$ cat src/rtl/fetch_if.sv
// Instruction-memory bus and decode-register outputs of the fetch stage.
// The fetch stage uses the master modport; memory and decode use the slave modport.
interface fetch_if;
    logic        imem_req_out;
    logic [63:0] imem_addr_out;
    logic        imem_ready_in;
    logic [63:0] imem_rdata_in;
    logic        valid_out;
    logic [63:0] pc_out;
    logic [63:0] instr_out;
    logic        branch_predicted_taken_out;

    modport master (
        output imem_req_out, imem_addr_out,
        input  imem_ready_in, imem_rdata_in,
        output valid_out, pc_out, instr_out, branch_predicted_taken_out
    );

    modport slave (
        input  imem_req_out, imem_addr_out,
        output imem_ready_in, imem_rdata_in,
        input  valid_out, pc_out, instr_out, branch_predicted_taken_out
    );
endinterface

$ cat src/rtl/fetch.sv
// Instruction-fetch stage: owns the PC, issues one imem request per cycle and predicts
// the next PC from a direct-mapped BTB with 2-bit counters trained by execute.
module fetch #(
    parameter logic [63:0] RESET_PC    = 64'h0,
    parameter int          BTB_ENTRIES = 16
) (
    input  logic        clk,
    input  logic        reset,
    input  logic        stall_in,
    input  logic        redirect_in,
    input  logic [63:0] redirect_pc_in,
    input  logic        bp_update_in,
    input  logic [63:0] bp_update_pc_in,
    input  logic        bp_update_taken_in,
    input  logic [63:0] bp_update_target_in,
    fetch_if.master     bus
);
    localparam int IDX   = $clog2(BTB_ENTRIES);
    localparam int TAG_W = 64 - 3 - IDX;

    logic [63:0] pc_q, pc_d;
    logic [63:0] out_pc_q, out_pc_d;
    logic [63:0] instr_q, instr_d;
    logic        valid_q, valid_d;
    logic        pred_q, pred_d;

    logic [BTB_ENTRIES-1:0] btb_valid_q;
    logic [TAG_W-1:0]       btb_tag_q    [BTB_ENTRIES];
    logic [63:0]            btb_target_q [BTB_ENTRIES];
    logic [1:0]             btb_ctr_q    [BTB_ENTRIES];

    logic [IDX-1:0]   lk_idx, up_idx;
    logic [TAG_W-1:0] lk_tag, up_tag;
    logic             lk_hit, lk_taken;
    logic [63:0]      next_pc;
    logic             up_hit, up_we;
    logic [1:0]       up_ctr;
    logic [63:0]      up_target;
    logic             unused_low_bits;

    assign unused_low_bits = ^bp_update_pc_in[2:0];

    // Lookup reads the pre-update BTB state; a same-cycle update is not bypassed.
    always_comb begin
        lk_idx   = pc_q[3 +: IDX];
        lk_tag   = pc_q[63:3+IDX];
        lk_hit   = btb_valid_q[lk_idx] && (btb_tag_q[lk_idx] == lk_tag);
        lk_taken = lk_hit && btb_ctr_q[lk_idx][1];
        next_pc  = lk_taken ? btb_target_q[lk_idx] : pc_q + 64'd8;
    end

    always_comb begin
        up_idx    = bp_update_pc_in[3 +: IDX];
        up_tag    = bp_update_pc_in[63:3+IDX];
        up_hit    = btb_valid_q[up_idx] && (btb_tag_q[up_idx] == up_tag);
        up_we     = 1'b0;
        up_ctr    = btb_ctr_q[up_idx];
        up_target = btb_target_q[up_idx];
        if (bp_update_in) begin
            if (up_hit) begin
                up_we = 1'b1;
                if (bp_update_taken_in) begin
                    up_ctr    = (btb_ctr_q[up_idx] == 2'b11) ? 2'b11 : btb_ctr_q[up_idx] + 2'd1;
                    up_target = bp_update_target_in;
                end else begin
                    up_ctr = (btb_ctr_q[up_idx] == 2'b00) ? 2'b00 : btb_ctr_q[up_idx] - 2'd1;
                end
            end else if (bp_update_taken_in) begin
                up_we     = 1'b1;
                up_ctr    = 2'b10;
                up_target = bp_update_target_in;
            end
        end
    end

    always_ff @(posedge clk or posedge reset) begin
        if (reset) begin
            btb_valid_q <= '0;
        end else if (up_we) begin
            btb_valid_q[up_idx] <= 1'b1;
        end
    end

    // Tags, targets and counters are only observed behind a valid bit, so they carry no reset.
    always_ff @(posedge clk) begin
        if (up_we) begin
            btb_tag_q[up_idx]    <= up_tag;
            btb_target_q[up_idx] <= up_target;
            btb_ctr_q[up_idx]    <= up_ctr;
        end
    end

    always_comb begin
        pc_d     = pc_q;
        out_pc_d = out_pc_q;
        instr_d  = instr_q;
        valid_d  = valid_q;
        pred_d   = pred_q;
        if (redirect_in) begin
            pc_d    = redirect_pc_in;
            valid_d = 1'b0;
        end else if (stall_in) begin
            pc_d = pc_q;
        end else if (bus.imem_ready_in) begin
            instr_d  = bus.imem_rdata_in;
            out_pc_d = pc_q;
            pred_d   = lk_taken;
            valid_d  = 1'b1;
            pc_d     = next_pc;
        end else begin
            valid_d = 1'b0;
        end
    end

    always_ff @(posedge clk or posedge reset) begin
        if (reset) begin
            pc_q     <= RESET_PC;
            out_pc_q <= 64'h0;
            instr_q  <= 64'h0;
            valid_q  <= 1'b0;
            pred_q   <= 1'b0;
        end else begin
            pc_q     <= pc_d;
            out_pc_q <= out_pc_d;
            instr_q  <= instr_d;
            valid_q  <= valid_d;
            pred_q   <= pred_d;
        end
    end

    assign bus.imem_req_out               = !reset && !stall_in && !redirect_in;
    assign bus.imem_addr_out              = pc_q;
    assign bus.valid_out                  = valid_q;
    assign bus.pc_out                     = out_pc_q;
    assign bus.instr_out                  = instr_q;
    assign bus.branch_predicted_taken_out = pred_q;
endmodule

$ cat src/flat_wrapper.sv
// flat-port wrapper written by rule: the top's interface ports become plain ports
module fetch_flat 
#(
    parameter logic [63:0] RESET_PC    = 64'h0,
    parameter int          BTB_ENTRIES = 16
)
  (clk, reset, stall_in, redirect_in, redirect_pc_in, bp_update_in, bp_update_pc_in, bp_update_taken_in, bp_update_target_in, bus_imem_req_out, bus_imem_addr_out, bus_imem_ready_in, bus_imem_rdata_in, bus_valid_out, bus_pc_out, bus_instr_out, bus_branch_predicted_taken_out);
  fetch_if bus_i ();
  input  logic clk;
  input  logic reset;
  input  logic stall_in;
  input  logic redirect_in;
  input  logic [63:0] redirect_pc_in;
  input  logic bp_update_in;
  input  logic [63:0] bp_update_pc_in;
  input  logic bp_update_taken_in;
  input  logic [63:0] bp_update_target_in;
  output wire logic [$bits(bus_i.imem_req_out)-1:0] bus_imem_req_out;
  output wire logic [$bits(bus_i.imem_addr_out)-1:0] bus_imem_addr_out;
  input wire logic [$bits(bus_i.imem_ready_in)-1:0] bus_imem_ready_in;
  input wire logic [$bits(bus_i.imem_rdata_in)-1:0] bus_imem_rdata_in;
  output wire logic [$bits(bus_i.valid_out)-1:0] bus_valid_out;
  output wire logic [$bits(bus_i.pc_out)-1:0] bus_pc_out;
  output wire logic [$bits(bus_i.instr_out)-1:0] bus_instr_out;
  output wire logic [$bits(bus_i.branch_predicted_taken_out)-1:0] bus_branch_predicted_taken_out;
  assign bus_imem_req_out = bus_i.imem_req_out;
  assign bus_imem_addr_out = bus_i.imem_addr_out;
  assign bus_i.imem_ready_in = bus_imem_ready_in;
  assign bus_i.imem_rdata_in = bus_imem_rdata_in;
  assign bus_valid_out = bus_i.valid_out;
  assign bus_pc_out = bus_i.pc_out;
  assign bus_instr_out = bus_i.instr_out;
  assign bus_branch_predicted_taken_out = bus_i.branch_predicted_taken_out;
  fetch #(.RESET_PC(RESET_PC), .BTB_ENTRIES(BTB_ENTRIES)) u_core (.clk(clk), .reset(reset), .stall_in(stall_in), .redirect_in(redirect_in), .redirect_pc_in(redirect_pc_in), .bp_update_in(bp_update_in), .bp_update_pc_in(bp_update_pc_in), .bp_update_taken_in(bp_update_taken_in), .bp_update_target_in(bp_update_target_in), .bus(bus_i));
endmodule
$ cat config.mk
export PLATFORM = sky130hd
export DESIGN_NAME = fetch_flat
export DESIGN_NICKNAME = d
export VERILOG_FILES = /design/src/rtl/fetch_if.sv /design/src/rtl/fetch.sv /design/src/flat_wrapper.sv
export SDC_FILE = /design/constraint.sdc
export NUM_CORES = 2
export LEC_CHECK = 0
export CORE_MARGIN = 1
export CORE_UTILIZATION = 60
export DETAILED_ROUTE_END_ITERATION = 6
export PLACE_DENSITY_LB_ADDON = 0.2
export SLEW_MARGIN = 5
export SYNTH_ARGS = -nofsm -noshare
export SYNTH_HDL_FRONTEND = slang
export SYNTH_SLANG_ARGS = --single-unit
export TNS_END_PERCENT = 1
$ cat constraint.sdc
create_clock -name clk -period 8.9 [get_ports clk]
set_input_delay 2.67 -clock clk [delete_from_list [all_inputs] [get_ports clk]]
set_output_delay 2.67 -clock clk [all_outputs]
set_load 0.005 [all_outputs]
==> Flow_metrics.wiki <==
{| class="wikitable"
! Metric !! Value
|-
| Maximum clock rate || 0.134 GHz
|-
| Kind of end point of the critical path || register
|-
| Combinational power share || 0.134
|-
| Number of cells upsized or downsized after cts || 0
|-
| Static leakage || 36.6 nW
|-
| Share of cells above drive strength 1 || 0.233
|-
| Post-synth EDFFs || 1968
|-
| Instance count of the mapped netlist || 5167
|-
| TritonCTS clock tree || built
|-
| Drt total wl || 303000 um
|-
| Maximum buffer depth of the clock tree || 3
|-
| Arrival time of data at the critical path endpoint || 7.87 ns
|-
| Area share of the largest cell type after synthesis || 0.623
|-
| Proportion of power drawn by the clock network || 0.382
|-
| Hold Vio Cnt, Final || 0
|-
| Max Transition Viols Final || 0
|-
| Final critical delay including setup and external delays || 7.44 ns
|-
| Via count of the routed design || 57300
|-
| Register-to-register path setup slack || 2.34 ns
|-
| Area delta synth->final || 16.0%
|-
| Number of cell rows || 145
|-
| Global-route wire length before repair || 421000 um
|-
| Height of the die || 400 um
|-
| CP Cell Sequence || buf_8 > buf_12 > mux4_2 > mux2i_1 > o21ai_0 > a2bb2oi_1 > nor4b_1 > o2111ai_1 > nor2_1 > nor2_2 > buf_4 > nor3_2 > buf_12
|-
| Remaining antenna violation count after routing || 0
|-
| Worst voltage drop across the vdd grid || 0.000209 V
|-
| Setup repair bufs after CTS || 0
|-
| Number of design-rule violations left by the first detailed-router iteration || 8784
|-
| Switching power share of the total || 0.252
|-
| Dominant cell type by count on the critical path || sky130_fd_sc_hd__buf_12
|-
| Remaining Overflow, GRT || 0
|-
| Synth Flop Type || sky130_fd_sc_hd__edfxtp_1
|-
| Psw || 6.07 mW
|-
| Worst-path maximum fanout || 59
|-
| Count of hold buffers inserted by post-cts repair || 0
|-
| Synthesis Warnings || 0
|-
| Pin slew with the least headroom to its limit || 1.27 ns
|-
| Startpoint type of the worst setup path || input pin
|-
| Clock insertion delay at the later pin of the skew report || 0.87 ns
|-
| Worst Path Class, Setup || in -> reg
|-
| Iteration count of the initial detailed-routing pass || 7
|-
| Number of global-route vias before repair || 56000
|-
| Clock-pin slew of the registers on the worst-case setup and hold paths || 0.06 ns
|-
| DIE AREA || 0.160 mm2
|-
| Fin nets || 5954
|-
| Net count after synthesis || 5431
|-
| Sequential area share after synthesis || 0.678
|-
| FFs w/ async S/R, synth || 0.0964
|-
| Worst relative slew slack || 0.149
|-
| Initial antenna violation count || 26
|-
| Pwr Density || 219 mW/mm2
|-
| Proportion of power drawn by flip-flops and latches || 0.484
|-
| Cell internal power dissipation || 18.0 mW
|-
| Maximum level of the CTS H-tree || 4
|-
| Main area contributors after synthesis || sky130_fd_sc_hd__edfxtp_1 (62%), sky130_fd_sc_hd__mux4_2 (18%), sky130_fd_sc_hd__dfrtp_1 (5.5%)
|-
| Cell with the largest stage delay on the worst path || sky130_fd_sc_hd__nor4b_1
|-
| Biggest cell delay along the critical path || 0.76 ns
|-
| Count of endpoints failing setup in the final report || 0
|-
| DRC viols || 0
|-
| Required arrival time at the worst endpoint || 9.34 ns
|-
| Clock sink count || 2178
|-
| Run status || finished, final reports clean
|-
| Average wire length per cell after detail routing || 38.2 um
|-
| Unique cell type count in the Yosys netlist || 78
|-
| Final weighted congestion of routability-driven global placement || 1.01
|-
| Final cycle utilization of the critical path || 0.835
|-
| HPWL after DPL || 194000 um
|-
| Post-detailed-route via-to-cell ratio || 7.21
|-
| Placed Area || 0.103 mm2
|-
| Worst hold-check path type || reg -> reg
|-
| Count of port buffers added during placement || 454
|-
| Fin Clk Skew || 0.0718 ns
|-
| RSZ-0062 raised after global routing || no
|-
| Total non-filler cell area in the finished layout || 0.110 mm2
|-
| Area of the core || 0.157 mm2
|-
| Total clock buffers created by CTS || 213
|-
| Average footprint of a synthesized cell || 18.4 um2
|-
| Hold Slack || 0.476 ns
|-
| Starting Density || 0.606
|-
| Pin count of the biggest net entering global routing || 108
|-
| Die W || 400 um
|-
| Flip-flop and latch count after synthesis || 2178
|-
| Number of placed I/O pins || 458
|-
| Cell taking the most area after synthesis || sky130_fd_sc_hd__edfxtp_1
|-
| Max Cap Viol || 0
|-
| Global Route Usage Sum || 0.382
|-
| Mapped cell area || 0.0949 mm2
|-
| Clk Tree Root Cell || sky130_fd_sc_hd__clkbuf_16
|}
-- logic make-up (layout without fill, tap and decap cells) --
family                     after synthesis  in the layout  synth area share
DFF                                   2178           2178             0.678
other                                    0             11                 0
AOI/OAI and AO/OA                      524            524            0.0372
adders and majority gates                1              1          0.000132
xor gates and xnor gates               114            114            0.0105
muxes                                 1109           1109             0.215
and+or+nand+nor                        804            804            0.0379
buffers and inverters                  437           1147            0.0208
-- cell usage in the layout, fill, tap and decap left out, drive strengths merged, types with 132 or more instances in the layout --
master         instances
clkbuf               283
buf                  208
o21ai                132
mux2i                315
dfrtp                210
edfxtp              1968
clkdlybuf4s50        449
nand2                467
mux4                 741
-- metal layers --
layer  GRT usage  share of wire  wire length (um)  vias to the layer above
met4       0.211          0.065             19900                       28
met3       0.129           0.14             42300                      932
met2       0.565           0.45            138000                     4516
met1       0.504           0.34            103000                    29600
met5           0        0.00062               188                        -
li1            -              -                 -                    22200
-- flip-flops by register name, indices dropped and copies added, names as in the netlist --
| signal | cells |
|---|---|
| u_core.btb_ctr_q | 32 |
| u_core.bus.pc_out | 64 |
| u_core.bus.branch_predicted_taken_out | 1 |
| u_core.bus.imem_addr_out | 64 |
| u_core.btb_valid_q | 16 |
| u_core.btb_tag_q | 912 |
| u_core.btb_target_q | 1024 |
| u_core.bus.instr_out | 64 |
| u_core.bus.valid_out | 1 |
-- per-stage QoR --
step | TNS [ns] | setup WS, ns | total power [mW] | cells | util
finish | 0 | 1.46 | 24.1 | 7946 | 0.703
global route | 0 | 1.40 | 24.6 | 7939 | 0.703
CTS | 0 | 1.60 | 24.0 | 7935 | 0.703
detailed placement | 0 | 0.799 | 15.0 | 7533 | 0.657
global placement | 0 | 0.839 | 14.9 | 7533 | 0.657
floorplan | -1537.94 | -1.65 | 13.5 | 5167 | -
-- cell type report --
class                           count  area, um2
Timing Repair Buffer              657       6740
Tap cell                         2058       2570
Sequential cell                  2178      64400
Clock inverter                    119       1380
Inverter                           88        348
Antenna cell                       11       27.5
Fill cell                        9686      46500
Multi-Input combinational cell   2552      28800
Clock buffer                      283       5800
-- synth_stat cells, types with 9 or more instances --
| library cell | count |
|---|---|
| sky130_fd_sc_hd__nor3_1 | 44 |
| sky130_fd_sc_hd__a2111oi_0 | 16 |
| sky130_fd_sc_hd__o31ai_1 | 23 |
| sky130_fd_sc_hd__inv_1 | 85 |
| sky130_fd_sc_hd__nor2_1 | 91 |
| sky130_fd_sc_hd__xor2_1 | 23 |
| sky130_fd_sc_hd__nand3_1 | 47 |
| sky130_fd_sc_hd__o31a_1 | 20 |
| sky130_fd_sc_hd__o22ai_1 | 53 |
| sky130_fd_sc_hd__a22o_1 | 13 |
| sky130_fd_sc_hd__nor4_1 | 20 |
| sky130_fd_sc_hd__a211oi_1 | 21 |
| sky130_fd_sc_hd__and3_1 | 37 |
| sky130_fd_sc_hd__nand2_1 | 467 |
| sky130_fd_sc_hd__mux4_2 | 741 |
| sky130_fd_sc_hd__buf_1 | 53 |
| sky130_fd_sc_hd__o221ai_1 | 10 |
| sky130_fd_sc_hd__a221oi_1 | 15 |
| sky130_fd_sc_hd__nand4_1 | 26 |
| sky130_fd_sc_hd__nand2b_1 | 12 |
| sky130_fd_sc_hd__o21ai_0 | 89 |
| sky130_fd_sc_hd__a22oi_1 | 49 |
| sky130_fd_sc_hd__a21oi_1 | 77 |
| sky130_fd_sc_hd__mux2_2 | 45 |
| sky130_fd_sc_hd__buf_4 | 33 |
| sky130_fd_sc_hd__buf_6 | 18 |
| sky130_fd_sc_hd__o21ai_1 | 43 |
| sky130_fd_sc_hd__and4_1 | 9 |
| sky130_fd_sc_hd__xnor2_1 | 91 |
| sky130_fd_sc_hd__dfrtp_1 | 210 |
| sky130_fd_sc_hd__buf_2 | 62 |
| sky130_fd_sc_hd__nor2b_1 | 20 |
| sky130_fd_sc_hd__o211ai_1 | 14 |
| sky130_fd_sc_hd__edfxtp_1 | 1968 |
| sky130_fd_sc_hd__a31oi_1 | 11 |
| sky130_fd_sc_hd__clkbuf_1 | 183 |
| sky130_fd_sc_hd__mux2i_1 | 315 |
-- power groups by stage --
stage	Sequential [mW]	Clock [mW]	Combinational, mW
after floorplan	11.7	0	1.73
after global placement	11.8	0	3.09
after detailed placement	11.8	0	3.13
after CTS	11.6	9.23	3.15
after global routing	11.7	9.62	3.31
final	11.6	9.19	3.22
-- final timing paths --
check,start,end,cells past startpoint
worst max-delay path,bp_update_pc_in[3],u_core.btb_tag_q[8][28]$_DFFE_PP_,13
worst min-delay path,u_core.bus.instr_out[45]$_DFFE_PP0P_,u_core.bus.instr_out[45]$_DFFE_PP0P_,2
worst max register to register,u_core.bus.imem_addr_out[4]$_DFFE_PP0P_,u_core.bus.imem_addr_out[43]$_DFFE_PP0P_,12
worst min register to register,u_core.bus.instr_out[45]$_DFFE_PP0P_,u_core.bus.instr_out[45]$_DFFE_PP0P_,2
max in group asynchronous,reset,u_core.bus.imem_addr_out[5]$_DFFE_PP0P_,3
min in group asynchronous,reset,u_core.bus.pc_out[5]$_DFFE_PP0P_,2
-- worst max-delay path, delay by kind of cell --
family	cells	cell delay [ns]
and+or+nand+nor	4	1.36
muxes	2	1.04
AOI/OAI and AO/OA	3	0.93
buffers and inverters	4	1.63
Power figures use the tool's default switching activity.
